--- src/rtl/i2s_rx_capture.sv ---
// I2S record-path deserialiser: codec serial data -> signed stereo sample pairs, all on mclk.
// Latency: valid rises SYNC_STAGES+2 mclk after the raw BCLK rise carrying the right-channel LSB.
// Backpressure: output held while valid & !ready; a pair completing then is dropped and sets sticky overrun.
// Optional: I2S_RX_FRAME_CHECK_EN adds the slot-length check driving frame_err (pairs then release at the closing LRCLK fall).
module i2s_rx_capture #(
    parameter int SAMPLE_BITS = 16,
    parameter int SLOT_BITS   = 32,
    parameter int SYNC_STAGES = 2
) (
    input  logic                   mclk,
    input  logic                   rst,
    input  logic                   enable,
    input  logic                   audio_I2S_bclk,
    input  logic                   audio_I2S_reclrc,
    input  logic                   audio_I2S_recdat,
    output logic [SAMPLE_BITS-1:0] sample_left,
    output logic [SAMPLE_BITS-1:0] sample_right,
    output logic                   valid,
    input  logic                   ready,
    output logic                   overrun,
    input  logic                   overrun_clr,
    output logic                   frame_err
);

    // Counter must reach SLOT_BITS, so size it for SLOT_BITS+1 values.
    localparam int CNT_W = $clog2(SLOT_BITS + 1);

    localparam logic [CNT_W-1:0] CNT_LAST = CNT_W'(SAMPLE_BITS);
    localparam logic [CNT_W-1:0] CNT_SLOT = CNT_W'(SLOT_BITS);
    localparam logic [CNT_W-1:0] CNT_ONE  = CNT_W'(1);

    localparam logic [1:0] ST_ALIGN   = 2'd0;
    localparam logic [1:0] ST_SHIFT_L = 2'd1;
    localparam logic [1:0] ST_SHIFT_R = 2'd2;

    // ------------------------------------------------------------------
    // Input synchronisers and edge detection
    // ------------------------------------------------------------------
    logic [SYNC_STAGES-1:0] bclk_sync;
    logic [SYNC_STAGES-1:0] lrclk_sync;
    logic [SYNC_STAGES-1:0] dat_sync;
    logic                   bclk_d;
    logic                   lrclk_d;
    logic                   bclk_s;
    logic                   lrclk_s;
    logic                   dat_s;
    logic                   bclk_rise;
    logic                   lrclk_rise;
    logic                   lrclk_fall;

    // Multi-stage synchronisers on the three asynchronous codec lines.
    always_ff @(posedge mclk or posedge rst) begin
        if (rst) begin
            bclk_sync  <= '0;
            lrclk_sync <= '0;
            dat_sync   <= '0;
        end else begin
            bclk_sync[0]  <= audio_I2S_bclk;
            lrclk_sync[0] <= audio_I2S_reclrc;
            dat_sync[0]   <= audio_I2S_recdat;
            for (int i = 1; i < SYNC_STAGES; i++) begin
                bclk_sync[i]  <= bclk_sync[i-1];
                lrclk_sync[i] <= lrclk_sync[i-1];
                dat_sync[i]   <= dat_sync[i-1];
            end
        end
    end

    assign bclk_s  = bclk_sync[SYNC_STAGES-1];
    assign lrclk_s = lrclk_sync[SYNC_STAGES-1];
    assign dat_s   = dat_sync[SYNC_STAGES-1];

    // One extra register of the synchronised clocks for edge strobes.
    always_ff @(posedge mclk or posedge rst) begin
        if (rst) begin
            bclk_d  <= 1'b0;
            lrclk_d <= 1'b0;
        end else begin
            bclk_d  <= bclk_s;
            lrclk_d <= lrclk_s;
        end
    end

    // Data changes on BCLK falls, so dat_s is settled on the bclk_rise cycle.
    assign bclk_rise  = bclk_s & ~bclk_d;
    assign lrclk_rise = lrclk_s & ~lrclk_d;
    assign lrclk_fall = ~lrclk_s & lrclk_d;

    // ------------------------------------------------------------------
    // Frame tracking
    // ------------------------------------------------------------------
    logic [1:0]             state;
    logic [CNT_W-1:0]       bit_cnt;
    logic [SAMPLE_BITS-1:0] shift_reg;
    logic [SAMPLE_BITS-1:0] shift_next;
    logic [SAMPLE_BITS-1:0] left_hold;
    logic                   left_ok;
    logic                   in_slot;
    logic                   lr_edge;
    logic                   shift_en;
    logic                   last_bit;
    logic                   left_done;
    logic                   right_done;
    logic                   slot_bad;

    // Per-cycle decode of which BCLK edge of the slot this is.
    always_comb begin
        in_slot    = enable && (state != ST_ALIGN);
        lr_edge    = lrclk_rise || lrclk_fall;
        shift_next = {shift_reg[SAMPLE_BITS-2:0], dat_s};
        // Edge 1 is the I2S delay bit; edges 2..SAMPLE_BITS+1 carry data.
        shift_en   = in_slot && bclk_rise && !lr_edge &&
                     (bit_cnt != '0) && (bit_cnt <= CNT_LAST);
        last_bit   = shift_en && (bit_cnt == CNT_LAST);
        left_done  = last_bit && (state == ST_SHIFT_L);
        // A right slot only completes a pair when its own left slot landed.
        right_done = last_bit && (state == ST_SHIFT_R) && left_ok;
    end

    // Slot alignment FSM; dropping enable always returns to ALIGN.
    always_ff @(posedge mclk or posedge rst) begin
        if (rst) begin
            state <= ST_ALIGN;
        end else if (!enable) begin
            state <= ST_ALIGN;
        end else begin
            case (state)
                ST_ALIGN:   if (lrclk_fall) state <= ST_SHIFT_L;
                ST_SHIFT_L: if (lrclk_rise) state <= ST_SHIFT_R;
                ST_SHIFT_R: if (lrclk_fall) state <= ST_SHIFT_L;
                default:    state <= ST_ALIGN;
            endcase
        end
    end

    // BCLK counter within the current slot, cleared by each LRCLK edge.
    always_ff @(posedge mclk or posedge rst) begin
        if (rst) begin
            bit_cnt <= '0;
        end else if (lr_edge) begin
            bit_cnt <= '0;
        end else if (bclk_rise && (bit_cnt != CNT_SLOT)) begin
            bit_cnt <= bit_cnt + CNT_ONE;
        end
    end

    // MSB-first shift register and left-channel holding register.
    always_ff @(posedge mclk or posedge rst) begin
        if (rst) begin
            shift_reg <= '0;
            left_hold <= '0;
        end else begin
            if (shift_en) begin
                shift_reg <= shift_next;
            end
            if (left_done) begin
                left_hold <= shift_next;
            end
        end
    end

    // Tracks whether left_hold belongs to the frame currently in progress.
    always_ff @(posedge mclk or posedge rst) begin
        if (rst) begin
            left_ok <= 1'b0;
        end else if (!in_slot || lrclk_fall) begin
            left_ok <= 1'b0;
        end else if (lrclk_rise && slot_bad) begin
            left_ok <= 1'b0;
        end else if (left_done) begin
            left_ok <= 1'b1;
        end
    end

    // ------------------------------------------------------------------
    // Pair staging
    // ------------------------------------------------------------------
    logic [SAMPLE_BITS-1:0] pair_left;
    logic [SAMPLE_BITS-1:0] pair_right;
    logic                   pair_pend;

    // Snapshot of the finished pair, consumed by the output stage.
    always_ff @(posedge mclk or posedge rst) begin
        if (rst) begin
            pair_left  <= '0;
            pair_right <= '0;
        end else if (right_done) begin
            pair_left  <= left_hold;
            pair_right <= shift_next;
        end
    end

`ifdef I2S_RX_FRAME_CHECK_EN
    logic right_ok;

    // A slot is short or long when its closing LRCLK edge sees a partial count.
    assign slot_bad = in_slot && lr_edge && (bit_cnt != CNT_SLOT);

    // Release the pair only once the closing LRCLK fall proves both slots full length.
    always_ff @(posedge mclk or posedge rst) begin
        if (rst) begin
            right_ok  <= 1'b0;
            pair_pend <= 1'b0;
            frame_err <= 1'b0;
        end else begin
            pair_pend <= in_slot && lrclk_fall && (state == ST_SHIFT_R) &&
                         right_ok && !slot_bad;
            if (!in_slot || lr_edge) begin
                right_ok <= 1'b0;
            end else if (right_done) begin
                right_ok <= 1'b1;
            end
            if (slot_bad) begin
                frame_err <= 1'b1;
            end
        end
    end
`else
    assign slot_bad  = 1'b0;
    assign frame_err = 1'b0;

    // Offer the pair on the cycle after the right LSB is shifted in.
    always_ff @(posedge mclk or posedge rst) begin
        if (rst) begin
            pair_pend <= 1'b0;
        end else begin
            pair_pend <= right_done;
        end
    end
`endif

    // ------------------------------------------------------------------
    // Output register and handshake
    // ------------------------------------------------------------------

    // Load when empty or draining this cycle; otherwise hold and drop the newcomer.
    always_ff @(posedge mclk or posedge rst) begin
        if (rst) begin
            sample_left  <= '0;
            sample_right <= '0;
            valid        <= 1'b0;
        end else if (pair_pend && (!valid || ready)) begin
            sample_left  <= pair_left;
            sample_right <= pair_right;
            valid        <= 1'b1;
        end else if (valid && ready) begin
            valid        <= 1'b0;
        end
    end

    // Sticky overrun; a drop in the same cycle as a clear keeps it set.
    always_ff @(posedge mclk or posedge rst) begin
        if (rst) begin
            overrun <= 1'b0;
        end else if (pair_pend && valid && !ready) begin
            overrun <= 1'b1;
        end else if (overrun_clr) begin
            overrun <= 1'b0;
        end
    end

endmodule
--- config.mk ---
export PLATFORM = sky130hd
export DESIGN_NAME = i2s_rx_capture
export DESIGN_NICKNAME = d
export VERILOG_FILES = /design/src/rtl/i2s_rx_capture.sv
export SDC_FILE = /design/constraint.sdc
export NUM_CORES = 1
export LEC_CHECK = 0
export CORE_ASPECT_RATIO = 2
export CORE_UTILIZATION = 35
export CTS_CLUSTER_DIAMETER = 60
export DETAILED_ROUTE_END_ITERATION = 12
export PLACE_DENSITY_LB_ADDON = 0.08
export SKIP_CTS_REPAIR_TIMING = 1
export SYNTH_ARGS = -nofsm -noshare
export SYNTH_HDL_FRONTEND = slang
export SYNTH_SLANG_ARGS = --single-unit
--- constraint.sdc ---
create_clock -name mclk -period 5.43 [get_ports mclk]
set_input_delay 1.086 -clock mclk [delete_from_list [all_inputs] [get_ports mclk]]
set_output_delay 1.086 -clock mclk [all_outputs]
set_load 0.05 [all_outputs]
==> summary.txt <==
Critical path
  • Crit start category: flip-flop
  • Kind of critical path: flip-flop to flip-flop
  • Flop2flop setup slack: 2.69 ns
  • Req. time, crit path: 5.71 ns
  • Maximum fanout along the worst path: 33
  • Crit. End Element: flip-flop
  • Critical path arrival: 3.02 ns

Run status
  • Status: complete, no violations

Power and ir drop
  • Pwr per Cell Area: 354.2 mW/mm^2
  • Leak: 2.716 nW
  • Power consumption: 1.973 mW
  • Worst IR drop on VDD: 0.0002154 V

Timing
  • Measured slew at the worst slew-check pin: 0.7035 ns
  • Crit path time final: 2.740 ns
  • Final setup violation count: 0
  • Fin Clk Skew: 0.007180 ns
  • Setup TNS: 0 ns
  • Worst Slack Setup Final: 2.690 ns
  • RSZ-0062 raised after global routing: false
  • Hold slack: 0.3465 ns
  • Max frequency: 364.9 MHz
  • Final worst path period share: 0.5047
  • Final hold violation count: 0
  • Slew HR: 0.5275
  • Max-slew violation count: 0

Clocking
  • H-tree Lvls: 4
  • Root Driver: clkbuf_16
  • Clock latency at the later pin of the worst-skew pair: 0.40 ns
  • Reg clk slew, reported paths: 0.05 ns
  • CTS buffer count: 17
  • Clock Path Buffers: 2
  • Clk sink count: 115
  • Clock tree from TritonCTS: yes

Placement
  • Port bufs: 41
  • Pre-CTS WS: 2.252 ns
  • Detailed placement HPWL: 4817 um
  • GP Congestion: 0.7290

Yosys
  • Xor and xnor area share after synthesis: 0.007912
  • Avg Synthesized Cell Area: 15.76 um^2
  • Synth unique cells: 37
  • Syn. warnings: 0
  • Mapped Nets: 293
  • Seq/Total Area, Yosys: 0.6499
  • Post-synthesis adder-cell area fraction: 0.01130
  • Seq cells post-synth: 115
  • Syn Inst Count: 281
  • Mapped Area: 0.004428 mm^2
  • Simple-gate share of the synthesized area: 0.05058
  • Compound-Gate Fraction of Synth Area: 0.009890
  • Main combinational cell family by area after synthesis: multiplexers
  • Mux cell area share after synthesis: 0.2461

Global route
  • Initial antenna violation count: 0
  • Largest net degree at the start of global routing: 49
  • Global route overflow: 0
  • First-pass GRT wire length: 13030 um
  • Vias in the first global route: 2588
  • Total track usage: 0.1331

Final layout
  • # fillers: 1147
  • Layout cells sized above 1: 0.3902
  • Synth-to-layout area growth: 25.83%
  • Antenna diode instance count: 0
  • Nets: 347

Floorplanning
  • Die W: 81.54 um
  • I/O Pins: 43
  • Die area: 0.01313 mm^2
  • Core footprint: 0.01227 mm^2
  • Row count: 57
  • Die Y: 161.1 um
  • Initial Util: 0.3610

Drt
  • Antenna-violating nets left: 0
  • Drt initial violations: 98
  • Vias per inst: 4.728
  • Drt wl/cell: 15.04 um
  • DRC: 0
  • DR vias: 2331
  • WL final: 7414 um
  • Drt pass-1 iters: 5

Worst hold path
  • Worst hold-check path type: flip-flop to flip-flop

Flow run
  • Max-cap viol count: 0
cells in the final DEF, fill, tap and decap left out, drive strengths merged, types with 4 or more instances in the layout:
| cell type | synthesis | final |
|---|---|---|
| buf | 9 | 5 |
| clkbuf | 2 | 26 |
| clkdlybuf4s50 | 0 | 41 |
| dfrtp | 115 | 115 |
| ha | 4 | 4 |
| inv | 8 | 8 |
| mux2 | 95 | 95 |
| nand2 | 8 | 8 |
| xnor2 | 4 | 4 |
cell families after synthesis:
kind of cell	count (synthesis)
AOI/OAI and AO/OA	7
xor gates and xnor gates	4
adders and majority gates	4
buffers and inverters	19
DFF	115
muxes	97
other	1
and+or+nand+nor	34
power by group:
part | total [mW] | switching (mW) | internal (mW)
clock | 1.06 | 0.351 | 0.707
sequential | 0.869 | 0.00483 | 0.864
combinational | 0.0458 | 0.0301 | 0.0157
total | 1.97 | 0.386 | 1.59
cell type report:
cell class	instances	area, um^2	share of cell area
clock buffer	26	529.3	0.09499
clock inverter	4	45.04	0.008084
inverter	8	32.53	0.005839
multi-input combinational	147	1455	0.2612
sequential	115	2878	0.5165
tap	147	183.9	0.03301
timing repair buffer	46	447.9	0.08040
per-layer routing:
metal	part of all wire	track usage	routed length, um	vias to the layer above
li1	-	-	-	1090
met1	0.42	0.1524	3082	1195
met2	0.54	0.2186	3971	37
met3	0.028	0.04237	206	9
met4	0.021	0.06412	154	0
met5	0	0	0	-
per-stage QoR:
stage,instances,area (um^2),utilization
2_1_floorplan,281,4428,-
3_3_place_gp,463,4997,0.4074
3_5_place_dp,463,4997,0.4074
4_1_cts,493,5572,0.4542
5_1_grt,493,5572,0.4542
6_report,493,5572,0.4542
cells in the mapped netlist:
cell | count | area (um^2)
dfrtp_1 | 115 | 2878
mux2_2 | 95 | 1070
inv_1 | 8 | 30.03
nand2_1 | 8 | 30.03
ha_1 | 4 | 50.05
xnor2_1 | 4 | 35.03
and2_1 | 3 | 18.77
buf_1 | 3 | 11.26
buf_6 | 3 | 33.78
nor2_1 | 3 | 11.26
nor2b_1 | 3 | 18.77
buf_4 | 2 | 15.01
mux2i_1 | 2 | 20.02
nand3b_1 | 2 | 15.01
nand4_1 | 2 | 12.51
o21ai_0 | 2 | 10.01
or2b_2 | 2 | 17.52
a21boi_0 | 1 | 7.510
a21oi_1 | 1 | 5.000
a311oi_1 | 1 | 8.760
a31oi_1 | 1 | 6.260
buf_2 | 1 | 5.000
clkbuf_1 | 1 | 3.750
clkbuf_2 | 1 | 5.000
conb_1 | 1 | 3.750
nand2b_1 | 1 | 6.260
nand3_1 | 1 | 5.000
nand4b_1 | 1 | 8.760
nor3_1 | 1 | 5.000
nor3b_1 | 1 | 7.510
nor4_2 | 1 | 12.51
nor4_4 | 1 | 21.27
o22ai_1 | 1 | 6.260
or2_2 | 1 | 6.260
or3_4 | 1 | 11.26
or3b_1 | 1 | 8.760
or4_1 | 1 | 7.510
worst max-delay path: stages (launching register included):
cell and delay (ns):
dfrtp_1 0.36, inv_1 0.05, ha_1 0.40, or2b_2 0.37, or3_4 0.35, nor4_4 0.25, buf_4 0.43, mux2_2 0.38
final timing paths:
kind                                         startpoint                     endpoint  cells past startpoint
worst max-delay path            lrclk_sync[1]$_DFF_PP0_     pair_left[6]$_DFFE_PP0P_                      7
worst min-delay path              dat_sync[0]$_DFF_PP0_        dat_sync[1]$_DFF_PP0_                      0
worst max register to register  lrclk_sync[1]$_DFF_PP0_     pair_left[6]$_DFFE_PP0P_                      7
min in group asynchronous                           rst  sample_right[3]$_DFFE_PP0P_                      2
worst min register to register    dat_sync[0]$_DFF_PP0_        dat_sync[1]$_DFF_PP0_                      0
max in group asynchronous                           rst     left_hold[1]$_DFFE_PP0P_                      3
(Power assumes the default switching activity.)
